**src/rtl/axis_ln_convert_if.sv**
```systemverilog
// -----------------------------------------------------------------------------
// axis_ln_convert_if
// Streaming data bundle used on both sides of axis_ln_convert. There is no
// tready: a beat is transferred on every clock where tvalid is high.
//   tdata  [31:0] : sample payload
//   tvalid        : sample strobe
// Modports:
//   master : drives tdata/tvalid
//   slave  : receives tdata/tvalid
// -----------------------------------------------------------------------------
interface axis_ln_convert_if;
    logic [31:0] tdata;
    logic        tvalid;

    modport master (output tdata, output tvalid);
    modport slave  (input  tdata, input  tvalid);
endinterface

```
**src/rtl/axis_ln_convert.sv**
```systemverilog
// -----------------------------------------------------------------------------
// axis_ln_convert
// Five-stage pipelined natural-log converter. Takes an unsigned magnitude
// stream and returns ln(x) + ln_offset as signed Q7.24, saturated to 32 bits.
// One sample per clock, fixed latency of 5 clocks. The valid bit travels with
// its data; there is no state machine.
//
// Ports:
//   a_clk       in  : clock
//   a_resetn    in  : asynchronous active-low reset, flushes the pipeline
//   S_AXIS_ABS  slv : unsigned magnitude in (tdata integer LSB, tvalid)
//   M_AXIS_LN   mst : signed Q7.24 ln(x) + ln_offset out (tdata, tvalid)
//   ln_offset   in  : signed Q7.24 offset, sampled in the last stage
//   zero_flag   out : high with an output sample whose input was 0
//
// Build option:
//   AXIS_LN_INTERP_EN defined   : linear interpolation between LUT entries
//   AXIS_LN_INTERP_EN undefined : truncated-segment lookup only
// -----------------------------------------------------------------------------
module axis_ln_convert #(
    parameter int          LUT_ADDR_BITS = 6,
    parameter logic [31:0] LN2_Q24       = 32'd11629080
) (
    input  logic                     a_clk,
    input  logic                     a_resetn,
    axis_ln_convert_if.slave         S_AXIS_ABS,
    axis_ln_convert_if.master        M_AXIS_LN,
    input  logic [31:0]              ln_offset,
    output logic                     zero_flag
);

    localparam int NSEG  = 1 << LUT_ADDR_BITS;
    localparam int LUT_W = 17;
`ifdef AXIS_LN_INTERP_EN
    localparam int DW    = 16 - LUT_ADDR_BITS;
    localparam int MW    = LUT_W + DW;
`endif
    localparam logic signed [33:0] R_MAX = 34'sd2147483647;
    localparam logic signed [33:0] R_MIN = -34'sd2147483648;

    // round(log2(1 + k/NSEG) * 2^16), evaluated at elaboration only.
    // Bitwise log2 by repeated squaring with 62 fractional bits keeps the
    // 40-bit result far more precise than the final rounding step needs.
    function automatic logic [LUT_W-1:0] lut_entry(input int k);
        logic [127:0] y;
        logic [39:0]  r;
        logic [40:0]  rr;
        if (k >= NSEG) return LUT_W'(65536);
        y = 128'(NSEG + k) << (62 - LUT_ADDR_BITS);
        r = '0;
        for (int b = 39; b >= 0; b--) begin
            y = (y * y) >> 62;
            if (y[63]) begin
                y    = y >> 1;
                r[b] = 1'b1;
            end
        end
        rr = {1'b0, r} + (41'd1 << 23);
        return rr[40:24];
    endfunction

    function automatic logic [(NSEG+1)*LUT_W-1:0] build_lut();
        logic [(NSEG+1)*LUT_W-1:0] t;
        t = '0;
        for (int k = 0; k <= NSEG; k++) t[k*LUT_W +: LUT_W] = lut_entry(k);
        return t;
    endfunction

    localparam logic [(NSEG+1)*LUT_W-1:0] LUT = build_lut();

    function automatic logic [LUT_W-1:0] lut_at(input int k);
        return LUT[k*LUT_W +: LUT_W];
    endfunction

    // S1
    logic [31:0]              x1_q;
    logic                     v1_q, z1_q;
    // S2
    logic [4:0]               p_d, sh_d, p2_q;
    logic [LUT_ADDR_BITS-1:0] i_d, i2_q;
    logic                     v2_q, z2_q;
    // S3
    logic [LUT_W-1:0]         lo_d, lo3_q;
    logic [4:0]               p3_q;
    logic                     v3_q, z3_q;
`ifdef AXIS_LN_INTERP_EN
    logic [DW-1:0]            d_d, d2_q, d3_q;
    logic [LUT_W-1:0]         hi_d, hi3_q, span_d;
    logic [MW-1:0]            mul_d;
`endif
    // S4
    logic [LUT_W-1:0]         l_d;
    logic [21:0]              g_d, g4_q;
    logic                     v4_q, z4_q;
    // S5
    logic signed [33:0]       r_d;
    logic [31:0]              out_d, out_q;
    logic                     v5_q, zf_q;

    // S2: leading-one position and normalized mantissa fraction
    always_comb begin
        p_d = '0;
        for (int b = 0; b < 32; b++) if (x1_q[b]) p_d = 5'(b);
        sh_d = 5'd31 - p_d;
        i_d  = LUT_ADDR_BITS'((x1_q << sh_d) >> (31 - LUT_ADDR_BITS));
`ifdef AXIS_LN_INTERP_EN
        d_d  = DW'((x1_q << sh_d) >> 15);
`endif
        if (z1_q) begin
            p_d = '0;
            i_d = '0;
`ifdef AXIS_LN_INTERP_EN
            d_d = '0;
`endif
        end
    end

    // S3: ROM reads
    always_comb begin
        lo_d = lut_at(int'(i2_q));
`ifdef AXIS_LN_INTERP_EN
        hi_d = lut_at(int'(i2_q) + 1);
`endif
    end

    // S4: segment value (optionally interpolated) plus integer exponent
    always_comb begin
`ifdef AXIS_LN_INTERP_EN
        span_d = hi3_q - lo3_q;
        mul_d  = MW'(span_d) * MW'(d3_q);
        l_d    = lo3_q + LUT_W'(mul_d >> DW);
`else
        l_d    = lo3_q;
`endif
        g_d = 22'({p3_q, 16'h0000}) + 22'(l_d);
    end

    // S5: scale log2 to ln, add offset, saturate
    always_comb begin
        r_d = $signed({4'b0000, 30'((54'(g4_q) * 54'(LN2_Q24)) >> 16)})
            + 34'($signed(ln_offset));
        if (z4_q)              out_d = 32'h8000_0000;
        else if (r_d > R_MAX)  out_d = 32'h7FFF_FFFF;
        else if (r_d < R_MIN)  out_d = 32'h8000_0000;
        else                   out_d = r_d[31:0];
    end

    always_ff @(posedge a_clk or negedge a_resetn) begin
        if (!a_resetn) begin
            x1_q  <= '0;  v1_q <= 1'b0;  z1_q <= 1'b0;
            p2_q  <= '0;  i2_q <= '0;    v2_q <= 1'b0;  z2_q <= 1'b0;
            lo3_q <= '0;  p3_q <= '0;    v3_q <= 1'b0;  z3_q <= 1'b0;
            g4_q  <= '0;  v4_q <= 1'b0;  z4_q <= 1'b0;
            out_q <= '0;  v5_q <= 1'b0;  zf_q <= 1'b0;
`ifdef AXIS_LN_INTERP_EN
            d2_q  <= '0;  d3_q <= '0;    hi3_q <= '0;
`endif
        end else begin
            x1_q  <= S_AXIS_ABS.tdata;
            v1_q  <= S_AXIS_ABS.tvalid;
            z1_q  <= (S_AXIS_ABS.tdata == 32'd0);
            p2_q  <= p_d;   i2_q <= i_d;   v2_q <= v1_q;  z2_q <= z1_q;
            lo3_q <= lo_d;  p3_q <= p2_q;  v3_q <= v2_q;  z3_q <= z2_q;
            g4_q  <= g_d;   v4_q <= v3_q;  z4_q <= z3_q;
            out_q <= out_d; v5_q <= v4_q;  zf_q <= z4_q & v4_q;
`ifdef AXIS_LN_INTERP_EN
            d2_q  <= d_d;   d3_q <= d2_q;  hi3_q <= hi_d;
`endif
        end
    end

    assign M_AXIS_LN.tdata  = out_q;
    assign M_AXIS_LN.tvalid = v5_q;
    assign zero_flag        = zf_q;

endmodule

```
**src/flat_wrapper.sv**
```systemverilog
// flat-port wrapper written by rule: the top's interface ports become plain ports
module axis_ln_convert_flat 
#(
    parameter int          LUT_ADDR_BITS = 6,
    parameter logic [31:0] LN2_Q24       = 32'd11629080
)
  (a_clk, a_resetn, ln_offset, zero_flag, S_AXIS_ABS_tdata, S_AXIS_ABS_tvalid, M_AXIS_LN_tdata, M_AXIS_LN_tvalid);
  axis_ln_convert_if S_AXIS_ABS_i ();
  axis_ln_convert_if M_AXIS_LN_i ();
  input  logic a_clk;
  input  logic a_resetn;
  input  logic [31:0] ln_offset;
  output logic zero_flag;
  input wire logic [$bits(S_AXIS_ABS_i.tdata)-1:0] S_AXIS_ABS_tdata;
  input wire logic [$bits(S_AXIS_ABS_i.tvalid)-1:0] S_AXIS_ABS_tvalid;
  output wire logic [$bits(M_AXIS_LN_i.tdata)-1:0] M_AXIS_LN_tdata;
  output wire logic [$bits(M_AXIS_LN_i.tvalid)-1:0] M_AXIS_LN_tvalid;
  assign S_AXIS_ABS_i.tdata = S_AXIS_ABS_tdata;
  assign S_AXIS_ABS_i.tvalid = S_AXIS_ABS_tvalid;
  assign M_AXIS_LN_tdata = M_AXIS_LN_i.tdata;
  assign M_AXIS_LN_tvalid = M_AXIS_LN_i.tvalid;
  axis_ln_convert #(.LUT_ADDR_BITS(LUT_ADDR_BITS), .LN2_Q24(LN2_Q24)) u_core (.a_clk(a_clk), .a_resetn(a_resetn), .S_AXIS_ABS(S_AXIS_ABS_i), .M_AXIS_LN(M_AXIS_LN_i), .ln_offset(ln_offset), .zero_flag(zero_flag));
endmodule
```
**config.mk**
```make
export PLATFORM = sky130hd
export DESIGN_NAME = axis_ln_convert_flat
export DESIGN_NICKNAME = d
export VERILOG_FILES = /design/src/rtl/axis_ln_convert_if.sv /design/src/rtl/axis_ln_convert.sv /design/src/flat_wrapper.sv
export SDC_FILE = /design/constraint.sdc
export NUM_CORES = 1
export LEC_CHECK = 0
export CAP_MARGIN = 10
export CORE_AREA = 2 2 176 178
export DETAILED_ROUTE_END_ITERATION = 12
export DIE_AREA = 0 0 178 180
export DONT_BUFFER_PORTS = 1
export MAX_ROUTING_LAYER = met4
export PLACE_DENSITY = 0.63
export REMOVE_ABC_BUFFERS = 1
export SLEW_MARGIN = 40
export SYNTH_ARGS = -nofsm -noshare
export SYNTH_HDL_FRONTEND = slang
export SYNTH_SLANG_ARGS = --single-unit
```
**constraint.sdc**
```tcl
create_clock -name a_clk -period 17.45 [get_ports a_clk]
set_clock_uncertainty 0.1 [all_clocks]
set_input_delay 3.49 -clock a_clk [delete_from_list [all_inputs] [get_ports a_clk]]
set_output_delay 3.49 -clock a_clk [all_outputs]
set_load 0.02 [all_outputs]
```
---- Word level (Yosys, flattened, before mapping) ----
Index checks and enable logic that the tools add are counted.
storage, ports and cells
  memories ................................ 0
  ROM bits ................................ 0
  register bits after elaboration ......... 129
  memory bits (writable) .................. 0
  word-level logic and storage cells ...... 64
  bits in latches ......................... 0
  output and inout bits ................... 34
cells by class
  mux-type cells .......................... 36
  div/mod/pow operators ................... 0
  add/subtract/negate cells ............... 3
  order comparisons ....................... 2
  multiply operators ...................... 2
  shift-type cells ........................ 2
  bitwise logic cells ..................... 1
  reductions and logical operators ........ 1
  eq/ne operators ......................... 0
operators with widths
  kind                           number
  $shiftx A1105 B32 Y17 const A  1
  $mux W5                        31
  $mux W32                       3
  $mul A22 B21 Y43 const B       1
  $gt A34 B32 Y1 const B         1
  $lt A34 B32 Y1 const B         1
  $add A31 B32 Y33               1
  $logic_not A32 Y1              1
  $shl A32 B5 Y31                1
  $add A21 B17 Y22               1
  $mul A6 B5 Y11 const B         1
  $mux W6                        1
  $sub A5 B5 Y5 const A          1
  $and A1 B1 Y1                  1
  $mux W1                        1

---- Logic depth before layout (Yosys ltp) ----
  depth in word-level cells ............... 34
  gate-level depth with buffers ........... 38
  gate-level depth less buffers ........... 35

---- Worst setup path after synthesis ----
Ideal clock, no wire load.
  path kind ............................... flip-flop to flip-flop
  from .................................... register u_core.g4_q[8]
  to ...................................... register u_core.out_q[14] (netlist: u_core.M_AXIS_LN.tdata[14])
  setup time .............................. 0.120 ns
  slack ................................... 8.955 ns
  cell stages (with the launch flop) ...... 37
  data arrival time ....................... 8.275 ns
  data required time ...................... 17.230 ns
  cells stage by stage .................... dfrtp_1 > inv_1 > fa_1 > fa_1 > inv_1 > ha_1 > inv_1 > fa_1 > inv_1 > fa_1 > fa_1 > inv_1 > fa_1 > inv_1 > ha_1 > a21oi_1 > o21ai_0 > o211a_1 > a21oi_1 > nand2_1 > a221o_1 > and2_1 > o21ai_0 > nand2b_1 > xor2_1 > ha_1 > clkbuf_2 > nand2_1 > o21ai_1 > a21o_1 > a221o_1 > o21ai_2 > a31oi_2 > a221o_1 > o41ai_4 > buf_6 > o21ai_2
between the ends
  cells in the longest elaborated chain, start to end .. 6
  elaborated cells between the ends (all ways) .. 7
RTL lines
  what                        RTL line                RTL
  start, declared             axis_ln_convert.sv:93   logic [21:0] g_d, g4_q;
  start signal, assigned      axis_ln_convert.sv:164  g4_q <= g_d; v4_q <= v3_q; z4_q <= z3_q;
  $mul A22 B21 Y43 (*)        axis_ln_convert.sv:140  r_d = $signed({4'b0000, 30'((54'(g4_q) * 54'(LN2_Q24)) >> 16)})
  $add A31 B32 Y33 (*)        axis_ln_convert.sv:141  + 34'($signed(ln_offset));
  $lt A34 B32 Y1              axis_ln_convert.sv:144  else if (r_d < R_MIN) out_d = 32'h8000_0000;
  $mux W32                    axis_ln_convert.sv:144
  $mux W32 (*)                axis_ln_convert.sv:143  else if (r_d > R_MAX) out_d = 32'h7FFF_FFFF;
  $mux W32 (*)                axis_ln_convert.sv:142  if (z4_q) out_d = 32'h8000_0000;
  named net u_core.out_d[14]  axis_ln_convert.sv:97   logic [31:0] out_d, out_q;
  end signal, assigned        axis_ln_convert.sv:165  out_q <= out_d; v5_q <= v4_q; zf_q <= z4_q & v4_q;
  end, declared               axis_ln_convert.sv:97
Mark *: on every way through the listed nets, which the timed path passes. The rest lies on a longest branch.

---- Final worst setup path ----
  from .................................... register u_core.g4_q[8]
  to ...................................... register u_core.out_q[10] (netlist: u_core.M_AXIS_LN.tdata[10])
The elaborated chain is that of the path after synthesis.

==> metrics.md <==
| Metric | Value |
|---|---|
| Placeable Area | `a little over 30000 um^2` |
| Rel. slew slack | `between 40% and 50%` |
| Number of pins with negative max-slew slack in the final report | `0` |
| # diodes | `0` |
| Remaining antenna violation count after routing | `0` |
| Most instantiated flip-flop cell in the synthesis netlist | `dfrtp_1` |
| Ratio of final minimum period to clock period | `52.9%` |
| Antenna violations before repair | `0` |
| Number of setup buffers added after CTS | `0` |
| Kind of start point of the critical path | `flip-flop` |
| Outcome | `finished, final reports clean` |
| Chip height | `about 180 um` |
| DRT Pass-1 Iters | `5` |
| Max-cap violation count | `0` |
| Share of synthesized flip-flops with an asynchronous set or reset | `100%` |
| Share of the yosys chip area belonging to registers | `21.2%` |
| Hold depth | `0` |
| Count of standard-cell rows | `64` |
| CTS sink count | `127` |
| Number of design rule violations left after detail routing | `0` |
| Port buffer count | `0` |
| Required time at the worst-slack endpoint | `around 18 ns` |
| Latest clock arrival within the worst-skew pair | `about 0.44 ns` |
| FMAX | `approximately 0.11 GHz` |
| Critical path start-end classification | `reg -> reg` |
| Netlist Area Pre-Place | `~15000 um^2` |
| Final setup TNS | `0 ns` |
| Layout overhead on the synthesized area | `6.33%` |
| Share of final-layout standard cells stronger than drive strength 1 | `around 5.7%` |
| Library cell with the highest instance count after synthesis | `inv_1` |
| Vias post-DR | `about 11000` |
| Path category of the worst min-delay check | `reg -> reg` |
| Slew at the pin closest to its max-slew limit | `0.782 ns` |
| First-pass GRT wire length | `between 50 and 60 mm` |
| Ranking of synthesized cells by area | `dfrtp_1 (21%), ha_1 (21%), fa_1 (17%), inv_1 (6.3%), mux2i_1 (3.5%)` |
| TritonCTS clock tree | `yes` |
| Clock slew at reported path FFs | `about 0.070 ns` |
| Detail-routed net length per standard cell | `between 15 and 20 um` |
| TritonCTS buffer count | `17` |
| Top cell type's share of synthesized area | `21.2%` |
| Average footprint of a synthesized cell | `roughly 9.6 um^2` |
| Remaining Overflow, GRT | `0` |
| Maximum net fanout on the critical path | `29` |
| Cell taking the most area after synthesis | `dfrtp_1` |
| Count of endpoints failing hold in the final timing report | `0` |
| Count of nets after finishing | `between 1500 and 2000` |
| Largest net degree at the start of global routing | `between 100 and 150` |
| Number of vias per cell after detailed routing | `between 5 and 6` |
| Unrepaired setup endpoints after global routing | `false` |
| Hold-fix buffers at CTS | `0` |
| Synthesized instance count | `approximately 1600` |
| Count of cell types in the netlist | `82` |
| Total Wirelength | `31.9 mm` |
| Cell with the biggest individual delay on the critical path | `dfrtp_1` |
| CP endpoint kind | `flip-flop` |
| Worst endpoint data arrival time | `roughly 9.4 ns` |
| Number of cells upsized or downsized after cts | `0` |
| Die X-Extent | `around 180 um` |
| Final setup viols | `0` |
| Library cell used as clock root buffer | `clkbuf_16` |
| Clk buf depth | `2` |
| Total routing usage reported by global routing | `between 20% and 30%` |
| Register bit count reported by yosys | `127` |
| Violation count after the first detailed-routing iteration | `669` |
| Number of enable-type register cells in the synthesized netlist | `0` |
| H-Tree Level Count | `4` |
| Vias in the first global route | `around 11000` |
| Most common library cells after synthesis | `inv_1 (253), ha_1 (250), fa_1 (130), dfrtp_1 (127), nor2_1 (85)` |
| Starting density of the core | `about 50%` |
| Number of placed I/O pins | `between 100 and 150` |
| Yosys Warn Count | `0` |
| Slowest cell delay on critical path | `between 0.5 and 0.6 ns` |
| Area enclosed by the die boundary | `approximately 32000 um^2` |
| DP Wirelength | `25.4 mm` |
| Cells on worst reg2reg path | `36` |
| Final weighted congestion in routability-driven placement | `a little over 0.9` |
| Final Critical Period | `roughly 9.2 ns` |
## metrics by stage
stage	hold slack [ns]	setup WS [ns]	area, um^2	std cells	utilization [%]
5_1_grt	0.256	7.59	15900	1942	52.7
4_1_cts	0.240	8.18	15900	1942	52.7
6_report	0.243	8.22	15900	1942	52.7
3_3_place_gp	0.231	8.36	15300	1910	50.6
3_5_place_dp	0.235	8.22	15300	1910	50.6
2_1_floorplan	0.231	8.53	14700	1507	-
## critical path: cells and delay by family, from the launching register on
family,cells,cell delay (ns)
fa+ha+maj,9,4.04
compound gates,14,2.66
buf+inv,7,0.78
simple gates,5,0.73
flops,1,0.58
xor+xnor,1,0.15
## metal layers
| metal | share of wire (%) | GRT usage, % |
|---|---|---|
| met1 | 46 | 29.1 |
| met2 | 49 | 35.3 |
| met3 | 3.6 | 2.75 |
| met4 | 1.3 | 4.92 |
| met5 | 0 | - |
## final timing paths
| kind | start | end | slack [ns] |
|---|---|---|---|
| max | u_core.g4_q[8] | u_core.M_AXIS_LN.tdata[10] | 8.22 |
| min | u_core.l_d[4] | u_core.g4_q[4] | 0.24 |
| max reg2reg | u_core.g4_q[8] | u_core.M_AXIS_LN.tdata[10] | 8.22 |
| min reg2reg | u_core.l_d[4] | u_core.g4_q[4] | 0.24 |
| max in group asynchronous | a_resetn | u_core.g4_q[5] | 14.43 |
| min in group asynchronous | a_resetn | u_core.M_AXIS_LN.tdata[29] | 2.65 |
## registers in the layout, indices dropped and copies added, names as in the netlist
signal and cells:
u_core.g4_q 21, u_core.x1_q 32, u_core.p3_q 5, u_core.z3_q 1
u_core.M_AXIS_LN.tvalid 1, u_core.v1_q 1, u_core.l_d 16, u_core.z2_q 1
u_core.i2_q 6, u_core.M_AXIS_LN.tdata 32, u_core.v4_q 1, u_core.v3_q 1
u_core.v2_q 1, u_core.z4_q 1, u_core.zero_flag 1, u_core.p2_q 5
u_core.z1_q 1
## placed cells by master (no fill, tap or decap), types with 8 or more instances in the layout
master and count:
ha_1 250, nand3_1 17, and2_1 8, nor2b_1 14
a21o_1 30, nor3_1 15, a211oi_1 14, nor4_1 16
nor2_1 84, nand4_1 12, dfrtp_1 126, xor2_1 18
o21ai_2 17, clkbuf_16 17, mux2i_1 52, fa_1 130
o211ai_1 9, inv_1 253, nand2_1 80, and3_1 8
xnor2_1 33, a31oi_1 13, a21oi_1 84, o21a_1 14
o21ai_0 76
## final cells by class
class / count / area, um^2
Timing Repair Buffer: 7 / 52.6
Sequential cell: 127 / 3180
Clock buffer: 17 / 425
Clock inverter: 15 / 185
Inverter: 254 / 953
Tap cell: 396 / 495
Multi-Input combinational cell: 1126 / 10600
Fill cell: 2707 / 14300
## kinds of logic after synthesis
group | after synthesis | synth area share [%]
XOR/XNOR | 51 | 2.99
AND/OR/NAND/NOR | 285 | 9.00
multiplexers | 62 | 4.61
AO/OA/AOI/OAI | 348 | 16.0
flip-flops | 127 | 21.2
adder cells (fa/ha/maj) | 380 | 38.3
buffers and inverters | 301 | 7.85
Power is left out: the tool's default activity adds up to more than one toggle a clock period on the data nets, which glitch-free logic cannot reach.
